`src/rtl/multicycle_cpu_core_if.sv`:
```
// Instruction-memory port of multicycle_cpu_core: the core drives the word
// address and the memory answers combinationally with the instruction word.
interface multicycle_cpu_core_if #(
    parameter int IMEM_DEPTH = 256
);
    localparam int AW = $clog2(IMEM_DEPTH);

    logic [AW-1:0] imem_addr;
    logic [31:0]   imem_rdata;

    modport master (output imem_addr, input imem_rdata);
    modport slave  (input imem_addr, output imem_rdata);
endinterface

```
`src/rtl/multicycle_cpu_core.sv`:
```
// Multicycle RV32I-subset core (ADD/SUB/AND/OR/XOR/SLT and immediate forms),
// paced by step_en. Define CPU_BRANCH_EN to add BEQ/BNE support.
//
// state       | meaning
// ------------+--------------------------------------------------------
// S_FETCH     | latch instruction word from imem
// S_DECODE    | decode, read operands, halt on illegal encoding
// S_EXECUTE   | compute ALU result (or branch condition)
// S_WRITEBACK | write rd, publish result, advance pc
// S_HALT      | terminal after an illegal instruction, left only by reset
module multicycle_cpu_core #(
    parameter int  XLEN       = 32,
    parameter int  NREGS      = 32,
    parameter int  IMEM_DEPTH = 256,
    localparam int AW         = $clog2(IMEM_DEPTH),
    localparam int PCW        = AW + 2
) (
    input  logic                         clk,
    input  logic                         reset,
    input  logic                         step_en,
    multicycle_cpu_core_if.master        imem,
    output logic [PCW-1:0]               pc,
    output logic [XLEN-1:0]              result,
    output logic                         result_valid,
    output logic                         halted
);
    localparam int               RW      = $clog2(NREGS);
    localparam logic [5:0]       NREGS_W = 6'(NREGS);
    localparam logic [PCW-1:0]   PC_STEP = PCW'(4);
    localparam logic [6:0]       OPC_OP     = 7'b0110011;
    localparam logic [6:0]       OPC_OP_IMM = 7'b0010011;

    typedef enum logic [2:0] {
        S_FETCH, S_DECODE, S_EXECUTE, S_WRITEBACK, S_HALT
    } state_e;

    typedef enum logic [2:0] {
        ALU_ADD, ALU_SUB, ALU_AND, ALU_OR, ALU_XOR, ALU_SLT
    } alu_op_e;

    state_e          state;
    logic [31:0]     ir;
    logic [XLEN-1:0] regs [NREGS];
    logic [XLEN-1:0] a, b, imm, y;
    logic [RW-1:0]   rd_q;
    alu_op_e         alu_op;
    logic            use_imm;

    logic [6:0]      opcode, funct7;
    logic [2:0]      funct3;
    logic [4:0]      rs1_f, rs2_f, rd_f;
    logic            rs1_ok, rs2_ok, rd_ok;
    logic            dec_legal, dec_use_imm;
    alu_op_e         dec_op;
    logic [XLEN-1:0] imm_i, alu_b, alu_y;

    assign opcode = ir[6:0];
    assign rd_f   = ir[11:7];
    assign funct3 = ir[14:12];
    assign rs1_f  = ir[19:15];
    assign rs2_f  = ir[24:20];
    assign funct7 = ir[31:25];
    assign imm_i  = {{(XLEN-12){ir[31]}}, ir[31:20]};
    assign rs1_ok = {1'b0, rs1_f} < NREGS_W;
    assign rs2_ok = {1'b0, rs2_f} < NREGS_W;
    assign rd_ok  = {1'b0, rd_f}  < NREGS_W;

    assign imem.imem_addr = pc[PCW-1:2];

`ifdef CPU_BRANCH_EN
    localparam logic [6:0]     OPC_BRANCH = 7'b1100011;
    localparam logic [PCW-1:0] ALIGN_MASK = ~PCW'(3);

    logic                is_branch, br_ne, cond, dec_branch;
    logic [PCW-1:0]      br_off;
    logic signed [12:0]  imm_b;
    logic [PCW-1:0]      br_target;

    assign imm_b     = {ir[31], ir[7], ir[30:25], ir[11:8], 1'b0};
    assign br_target = (pc + br_off) & ALIGN_MASK;
`endif

    always_comb begin
        dec_legal   = 1'b0;
        dec_use_imm = 1'b0;
        dec_op      = ALU_ADD;
`ifdef CPU_BRANCH_EN
        dec_branch  = 1'b0;
`endif
        case (opcode)
            OPC_OP: begin
                if (funct7 == 7'b0000000) begin
                    dec_legal = 1'b1;
                    case (funct3)
                        3'b000:  dec_op = ALU_ADD;
                        3'b010:  dec_op = ALU_SLT;
                        3'b100:  dec_op = ALU_XOR;
                        3'b110:  dec_op = ALU_OR;
                        3'b111:  dec_op = ALU_AND;
                        default: dec_legal = 1'b0;
                    endcase
                end else if (funct7 == 7'b0100000 && funct3 == 3'b000) begin
                    dec_legal = 1'b1;
                    dec_op    = ALU_SUB;
                end
                dec_legal = dec_legal && rs1_ok && rs2_ok && rd_ok;
            end
            OPC_OP_IMM: begin
                dec_use_imm = 1'b1;
                dec_legal   = 1'b1;
                case (funct3)
                    3'b000:  dec_op = ALU_ADD;
                    3'b010:  dec_op = ALU_SLT;
                    3'b100:  dec_op = ALU_XOR;
                    3'b110:  dec_op = ALU_OR;
                    3'b111:  dec_op = ALU_AND;
                    default: dec_legal = 1'b0;
                endcase
                dec_legal = dec_legal && rs1_ok && rd_ok;
            end
`ifdef CPU_BRANCH_EN
            OPC_BRANCH: begin
                dec_branch = 1'b1;
                dec_legal  = (funct3 == 3'b000 || funct3 == 3'b001) && rs1_ok && rs2_ok;
            end
`endif
            default: dec_legal = 1'b0;
        endcase
    end

    always_comb begin
        alu_b = use_imm ? imm : b;
        alu_y = '0;
        case (alu_op)
            ALU_ADD: alu_y = a + alu_b;
            ALU_SUB: alu_y = a - alu_b;
            ALU_AND: alu_y = a & alu_b;
            ALU_OR:  alu_y = a | alu_b;
            ALU_XOR: alu_y = a ^ alu_b;
            ALU_SLT: alu_y = {{(XLEN-1){1'b0}}, $signed(a) < $signed(alu_b)};
            default: alu_y = '0;
        endcase
    end

    // result_valid is cleared every clk so the write-back pulse lasts one
    // cycle even when step_en drops right after it.
    always_ff @(posedge clk or negedge reset) begin
        if (!reset) begin
            state        <= S_FETCH;
            pc           <= '0;
            result       <= '0;
            result_valid <= 1'b0;
            halted       <= 1'b0;
            ir           <= '0;
            a            <= '0;
            b            <= '0;
            imm          <= '0;
            y            <= '0;
            rd_q         <= '0;
            alu_op       <= ALU_ADD;
            use_imm      <= 1'b0;
            for (int i = 0; i < NREGS; i++) regs[i] <= '0;
`ifdef CPU_BRANCH_EN
            is_branch    <= 1'b0;
            br_ne        <= 1'b0;
            br_off       <= '0;
            cond         <= 1'b0;
`endif
        end else begin
            result_valid <= 1'b0;
            if (step_en) begin
                case (state)
                    S_FETCH: begin
                        ir    <= imem.imem_rdata;
                        state <= S_DECODE;
                    end
                    S_DECODE: begin
                        if (!dec_legal) begin
                            halted <= 1'b1;
                            state  <= S_HALT;
                        end else begin
                            a       <= regs[rs1_f[RW-1:0]];
                            b       <= regs[rs2_f[RW-1:0]];
                            imm     <= imm_i;
                            rd_q    <= rd_f[RW-1:0];
                            alu_op  <= dec_op;
                            use_imm <= dec_use_imm;
`ifdef CPU_BRANCH_EN
                            is_branch <= dec_branch;
                            br_ne     <= funct3[0];
                            br_off    <= PCW'(imm_b);
`endif
                            state   <= S_EXECUTE;
                        end
                    end
                    S_EXECUTE: begin
                        y     <= alu_y;
`ifdef CPU_BRANCH_EN
                        cond  <= (a == b) ^ br_ne;
`endif
                        state <= S_WRITEBACK;
                    end
                    S_WRITEBACK: begin
`ifdef CPU_BRANCH_EN
                        if (is_branch) begin
                            pc <= cond ? br_target : pc + PC_STEP;
                        end else begin
                            if (rd_q != '0) regs[rd_q] <= y;
                            result       <= y;
                            result_valid <= 1'b1;
                            pc           <= pc + PC_STEP;
                        end
`else
                        if (rd_q != '0) regs[rd_q] <= y;
                        result       <= y;
                        result_valid <= 1'b1;
                        pc           <= pc + PC_STEP;
`endif
                        state <= S_FETCH;
                    end
                    S_HALT: state <= S_HALT;
                    default: begin
                        halted <= 1'b1;
                        state  <= S_HALT;
                    end
                endcase
            end
        end
    end
endmodule

```
`src/flat_wrapper.sv`:
```
// flat-port wrapper written by rule: the top's interface ports become plain ports
module multicycle_cpu_core_flat 
#(
    parameter int  XLEN       = 32,
    parameter int  NREGS      = 32,
    parameter int  IMEM_DEPTH = 256,
    localparam int AW         = $clog2(IMEM_DEPTH),
    localparam int PCW        = AW + 2
)
  (clk, reset, step_en, pc, result, result_valid, halted, imem_imem_addr, imem_imem_rdata);
  multicycle_cpu_core_if #(.IMEM_DEPTH(IMEM_DEPTH)) imem_i ();
  input  logic clk;
  input  logic reset;
  input  logic step_en;
  output logic [PCW-1:0] pc;
  output logic [XLEN-1:0] result;
  output logic result_valid;
  output logic halted;
  output wire logic [$bits(imem_i.imem_addr)-1:0] imem_imem_addr;
  input wire logic [$bits(imem_i.imem_rdata)-1:0] imem_imem_rdata;
  assign imem_imem_addr = imem_i.imem_addr;
  assign imem_i.imem_rdata = imem_imem_rdata;
  multicycle_cpu_core #(.XLEN(XLEN), .NREGS(NREGS), .IMEM_DEPTH(IMEM_DEPTH)) u_core (.clk(clk), .reset(reset), .step_en(step_en), .imem(imem_i), .pc(pc), .result(result), .result_valid(result_valid), .halted(halted));
endmodule
```
`config.mk`:
```
export PLATFORM = sky130hd
export DESIGN_NAME = multicycle_cpu_core_flat
export DESIGN_NICKNAME = d
export VERILOG_FILES = /design/src/rtl/multicycle_cpu_core_if.sv /design/src/rtl/multicycle_cpu_core.sv /design/src/flat_wrapper.sv
export SDC_FILE = /design/constraint.sdc
export NUM_CORES = 2
export LEC_CHECK = 0
export BUFFER_PORTS_ARGS = -buffer_cell sky130_fd_sc_hd__buf_2
export CORE_UTILIZATION = 50
export CTS_BUF_LIST = sky130_fd_sc_hd__clkbuf_8
export CTS_CLUSTER_SIZE = 40
export DETAILED_ROUTE_END_ITERATION = 7
export GPL_TIMING_DRIVEN = 0
export PLACE_DENSITY = 0.66
export SLEW_MARGIN = 5
export SYNTH_ARGS = -nofsm -noshare
export SYNTH_HDL_FRONTEND = slang
export SYNTH_SLANG_ARGS = --single-unit
export TNS_END_PERCENT = 20
```
`constraint.sdc`:
```
create_clock -name clk -period 8.15 [get_ports clk]
set_input_delay 2.0375 -clock clk [delete_from_list [all_inputs] [get_ports clk]]
set_output_delay 2.0375 -clock clk [all_outputs]
set_load 0.03 [all_outputs]
```
### Word level (Yosys, flattened, before mapping)

Cells that the tools add are included.

| cells by class | value |
|---|---|
| $add $sub $neg | 3 |
| order comparisons | 5 |
| equal/unequal tests | 17 |
| muxes and demuxes | 26 |
| bitwise gates (word level) | 7 |
| reductions and logical operators | 15 |

Operators with widths:

| kind | count |
|---|---|
| 1024-bit bitwise mux | 1 |
| 32-bit binary-select mux with 5-bit select | 2 |
| 32-bit 2-to-1 mux | 6 |
| 32-bit case mux with 6 select lines | 1 |
| 32-bit demux with 5-bit select | 1 |
| 32-bit adder | 1 |
| 32-bit bitwise AND | 1 |
| 32-bit < comparator | 1 |
| 32-bit OR | 1 |
| 32-bit subtractor | 1 |
| 32-bit bitwise XOR | 1 |
| 3-bit case mux with 4 select lines | 2 |
| 3-bit equality test (second input constant) | 6 |
| 6-bit >= comparator (second input constant) | 3 |
| 5-bit NOT with 6-bit output | 3 |
| 3-bit by 2-bit equality test with 1-bit output (second input constant) | 5 |
| 7-bit by 6-bit equality test with 1-bit output (second input constant) | 2 |
| 10-bit by 3-bit adder with 10-bit output (second input constant) | 1 |
| 3-bit zero test | 3 |
| 3-bit AND reduction | 3 |
| 1-bit 2-to-1 mux | 8 |
| 7-bit by 5-bit equality test with 1-bit output (second input constant) | 1 |
| 7-bit zero test | 1 |
| 3-bit by 1-bit equality test with 1-bit output (second input constant) | 2 |
| 11 further kinds | 16 |

| word-level totals | value |
|---|---|
| bits in registers | 1220 |
| input port bits | 35 |
| output and inout port bits | 52 |
| logic and storage cells | 118 |

### Logic depth before layout (Yosys ltp)

| logic depth | value |
|---|---|
| word-level depth | 7 |
| mapped depth | 17 |
| gate-level depth less buffers | 15 |

### Least setup slack after synthesis

OpenSTA, ideal clock, no wires.

| timing path | value |
|---|---|
| path type | register -> register |
| start | reg u_core.use_imm |
| end | reg u_core.y[30] |
| library setup time | 0.127 ns |
| arrival | 3.841 ns |
| data required time | 8.023 ns |
| setup slack | 4.182 ns |
| cell stages (with the launch flop) | 17 |
| buffers on the path | 2 |
| clock period less this slack | 3.968 ns |
| cells stage by stage | dfrtp_1 > clkbuf_1 > buf_1 > mux2i_1 > inv_1 > ha_1 > fa_1 > o21ba_1 > or4_4 > a21boi_2 > o21ai_2 > a31oi_4 > a31o_4 > nor2_2 > o311a_1 > a221oi_1 > o21ai_1 |

| on the way | value |
|---|---|
| word-level cells in the longest chain between the ends | 3 |
| elaborated cells between the ends (all ways) | 7 |
| classes of those cells | add/sub: 2; mux: 2; bitwise: 3 |

RTL lines:

| item | RTL line | source |
|---|---|---|
| start: declaration | multicycle_cpu_core.sv:47 | `logic use_imm;` |
| start signal: assignment | multicycle_cpu_core.sv:187 | `use_imm <= dec_use_imm;` |
| 32-bit 2-to-1 mux * | multicycle_cpu_core.sv:132 | `alu_b = use_imm ? imm : b;` |
| 32-bit subtractor (tied with other cells) | multicycle_cpu_core.sv:136 | `ALU_SUB: alu_y = a - alu_b;` |
| 32-bit case mux with 6 select lines * | multicycle_cpu_core.sv:134 | `case (alu_op)` |
| end signal: assignment | multicycle_cpu_core.sv:197 | `y <= alu_y;` |
| end: declaration | multicycle_cpu_core.sv:44 | `logic [XLEN-1:0] a, b, imm, y;` |

Mark *: on every way between the ends. The rest lies on a longest branch, timed or not.
A chain may end at the register's enable or synchronous reset.

### Worst setup path after layout

| timing path | value |
|---|---|
| start | reg u_core.use_imm |
| end | reg u_core.y[16] |

Same word-level chain as after synthesis.

==> impl_metrics.py <==
metrics = {
    "floorplan": {
        "fp.dieW_um": 366,
        "coreArea_um2": 131000,
        "placementRows": 133,
        "start_util_pct": 50.4,
        "die_h_um": 366,
        "num_io_pins": 87,
        "dieArea_um2": 134000,
    },
    "worst_setup_path": {
        "path_buf_inv": 3,
        "crit_type": "register to register",
        "r2r_slack_ps": 2330,
        "reg2reg_depth": 15,
        "cpLargestDelayFamily": "compound AO/OA/AOI/OAI gates",
        "path_cells": "clkbuf_1, buf_1, mux2i_1, inv_1, fa_1, o21ba_1, or4_4, a21boi_2, o21ai_2, a211oi_1, o22ai_1, xnor2_1, nor2_1, a311oi_1, o21ai_0",
        "worstPathArrival_ps": 6580,
        "crit_path_start": "u_core.use_imm$_DFFE_PN0P_",
        "rr_startpoint": "u_core.use_imm$_DFFE_PN0P_",
        "crit_fanout": 10,
        "slowest_stage": "a311oi_1",
        "required_ps": 8910,
        "cpPeakStageDelay_ps": 930,
        "end_kind": "register",
        "reg2reg_to": "u_core.y[16]$_DFFE_PN0P_",
        "cp-start-kind": "register",
    },
    "route": {
        "route.antenna.remaining_nets": 0,
        "wire_per_inst_um": 33.3,
        "drt_iter0_markers": 5306,
        "routed_wl_um": 228000,
        "first_pass_iters": 7,
        "via_count": 45669,
        "drc_errors": 0,
        "viasPerCell": 6.66,
    },
    "synthesis": {
        "syn-instance-count": 4620,
        "synthesis.area_um2": 66200,
        "synthSimpleGateAreaFrac_pct": 3.25,
        "synth-compound-area-share_pct": 4.11,
        "synth-seq-area-share_pct": 46.1,
        "synthAdderAreaFrac_pct": 1.97,
        "synth_top_family_by_area": "multiplexers",
        "synth-xor-area-share_pct": 0.463,
        "ys_types": 80,
        "synth_edf_count": 0,
        "postSynthAreaPerCell_um2": 14.3,
        "yosys_most_used_dff": "dfrtp_1",
        "yosys_register_bits": 1218,
        "yosysWarningCount": 0,
        "synth_mux_area_share_pct": 40.7,
        "async_flop_share_pct": 100,
    },
    "finish": {
        "layout.nets": 5060,
        "finalInstanceArea_um2": 73600,
        "final_cell_mix": "dfrtp_1, mux2_2, mux4_2",
        "fillers": 10813,
        "final_common_cell": "dfrtp_1",
        "multi_input_area_um2": 33400,
        "area_growth_syn_to_layout_pct": 11.2,
        "layout-drive-gt1-share_pct": 42.6,
        "seqCellArea_um2": 30500,
    },
    "global_routing": {
        "grt_max_degree": 166,
        "grt_antenna_before_repair": 17,
        "grt_pass1_wl_um": 328000,
        "grt_usage_pct": 34.3,
        "grt_pass1_vias": 45988,
        "gr-total-overflow": 0,
    },
    "placed_design": {
        "io_buffers": 84,
        "dpl_cell_area_um2": 69100,
        "routabilityCongestion": 0.957,
        "hpwl_um": 162000,
    },
    "timing": {
        "fin_tns_setup_ps": 0,
        "fin_skew_ps": 52.2,
        "grt_setup_unrepaired": "no",
        "fin_crit_sh_pct": 71.4,
        "fmax_mhz": 172,
        "drv_slew": 33,
        "worst_pin_slew_ps": 1560,
        "setup_viol": 0,
        "final-hold-violation-count": 0,
        "period_minus_slack_ps": 5820,
        "slew_headroom_pct": -4.61,
    },
    "worst_hold_path": {
        "hold_path_class": "register to register",
        "hp-start": "u_core.halted$_DFFE_PN0P_",
        "hold_end": "u_core.halted$_DFFE_PN0P_",
        "min_path_cells": 1,
    },
    "clocking": {
        "root_buffer": "clkbuf_8",
        "cts_buffer_depth": 3,
        "cts_tree": "done",
        "cts_max_level": 4,
        "post_cts_resized": 0,
        "cts_hold_buffers": 0,
        "cts-buffers-inserted": 203,
        "clock_sinks": 1218,
        "clk_latency_ps": 950,
        "post_cts_buffers": 0,
        "path_clk_slew_ps": 70,
    },
    "outcome": {
        "violations": "capacitance limit, slew limit",
        "status": "finished, violations left",
    },
    "power": {
        "powerDensity_nw_per_um2": 230,
        "p_leak_nw": 33.8,
        "ir_drop_v": 0.000240,
        "power_w": 0.0169,
    },
    "run": {
        "drv_cap": 6,
    },
}
## per-layer routing
layer / routed length (um) / up-vias / global-route usage, %
li1: - / 18140 / -
met1: 90400 / 24358 / 46.0
met2: 101000 / 2530 / 50.4
met3: 26300 / 625 / 12.4
met4: 10200 / 16 / 14.4
met5: 305 / - / 0.783
## cell families after synthesis
logic type | count (synthesis)
other | 1
adders and majority gates | 103
xor gates and xnor gates | 35
AOI/OAI and AO/OA | 431
buffers and inverters | 582
DFF | 1218
and+or+nand+nor | 489
muxes | 1761
## per-stage QoR
stage | hold WS (ps) | utilization, % | instances | setup WS [ps]
finish | 463 | 56.0 | 6854 | 2330
global route | 493 | 56.0 | 6849 | 2240
CTS | 474 | 56.0 | 6845 | 2500
detailed placement | 456 | 52.6 | 6471 | 1960
global placement | 447 | 52.4 | 6460 | -22110
floorplan | 441 | - | 4621 | 4180
## final cells by class
type	count	area share [%]
antenna	8	0.0272
buffer	479	2.58
clock buffer	266	4.98
clock inverter	108	1.08
inverter	103	0.525
multi-input combinational	2821	45.4
sequential	1218	41.4
tap	1755	2.98
timing repair buffer	96	0.979
## Yosys cell counts (all sizes together), types with 6 or more instances
library cell	instances	area [um^2]
dfrtp	1218	30500
a221oi	9	91.3
nand2b	15	93.8
ha	101	1260
a211oi	10	75.1
nor2	103	389
and2	6	37.5
xnor2	31	272
inv	102	383
o21ai	142	714
nand2	254	953
nor4	9	56.3
o221ai	10	87.6
a21o	16	121
nor2b	12	75.1
nor3	29	150
buf	123	539
a21oi	112	561
or2	6	37.5
and3	7	43.8
a31oi	11	83.8
mux2i	80	801
nand4	12	75.1
mux2	1041	11700
o21bai	15	113
o211ai	23	173
o22ai	13	81.3
nand3	17	85.1
mux4	640	14400
clkbuf	356	1340
a22oi	20	150
## worst max-delay path by stage
stage                                              end  slack [ps]  cells after the start
after global routing          u_core.y[16]$_DFFE_PN0P_        2240                     17
after CTS                     u_core.y[16]$_DFFE_PN0P_        2500                     15
after floorplan               u_core.y[30]$_DFFE_PN0P_        4180                     16
after detailed placement   u_core.regs[39]$_DFFE_PN0P_        1960                      9
after global placement    u_core.regs[147]$_DFFE_PN0P_      -22110                      1
final                         u_core.y[16]$_DFFE_PN0P_        2330                     15
## sequential cells by signal, indices dropped and copies added, names as in the netlist, 3 cells and up
| name | cells |
|---|---|
| u_core.pc | 8 |
| u_core.regs | 1024 |
| u_core.rd_q | 5 |
| u_core.result | 32 |
| u_core.alu_op | 3 |
| u_core.state | 3 |
| u_core.b | 32 |
| u_core.ir | 32 |
| u_core.y | 32 |
| u_core.a | 32 |
| u_core.imm | 12 |
## worst reg2reg max path, delay by kind of cell, from the launching register on
| kind | cells | cell delay (ps) |
|---|---|---|
| muxes | 1 | 570 |
| xor gates and xnor gates | 1 | 190 |
| AOI/OAI and AO/OA | 7 | 2270 |
| DFF | 1 | 320 |
| buffers and inverters | 3 | 1350 |
| and+or+nand+nor | 2 | 500 |
| adders and majority gates | 1 | 460 |
## report_power, final
group | internal [W] | total (W) | switching (W)
clock network | 0.00325 | 0.00594 | 0.00270
logic | 0.00156 | 0.00475 | 0.00320
registers | 0.00613 | 0.00621 | 0.0000772
Note: power is estimated with default switching activity, not from simulation.
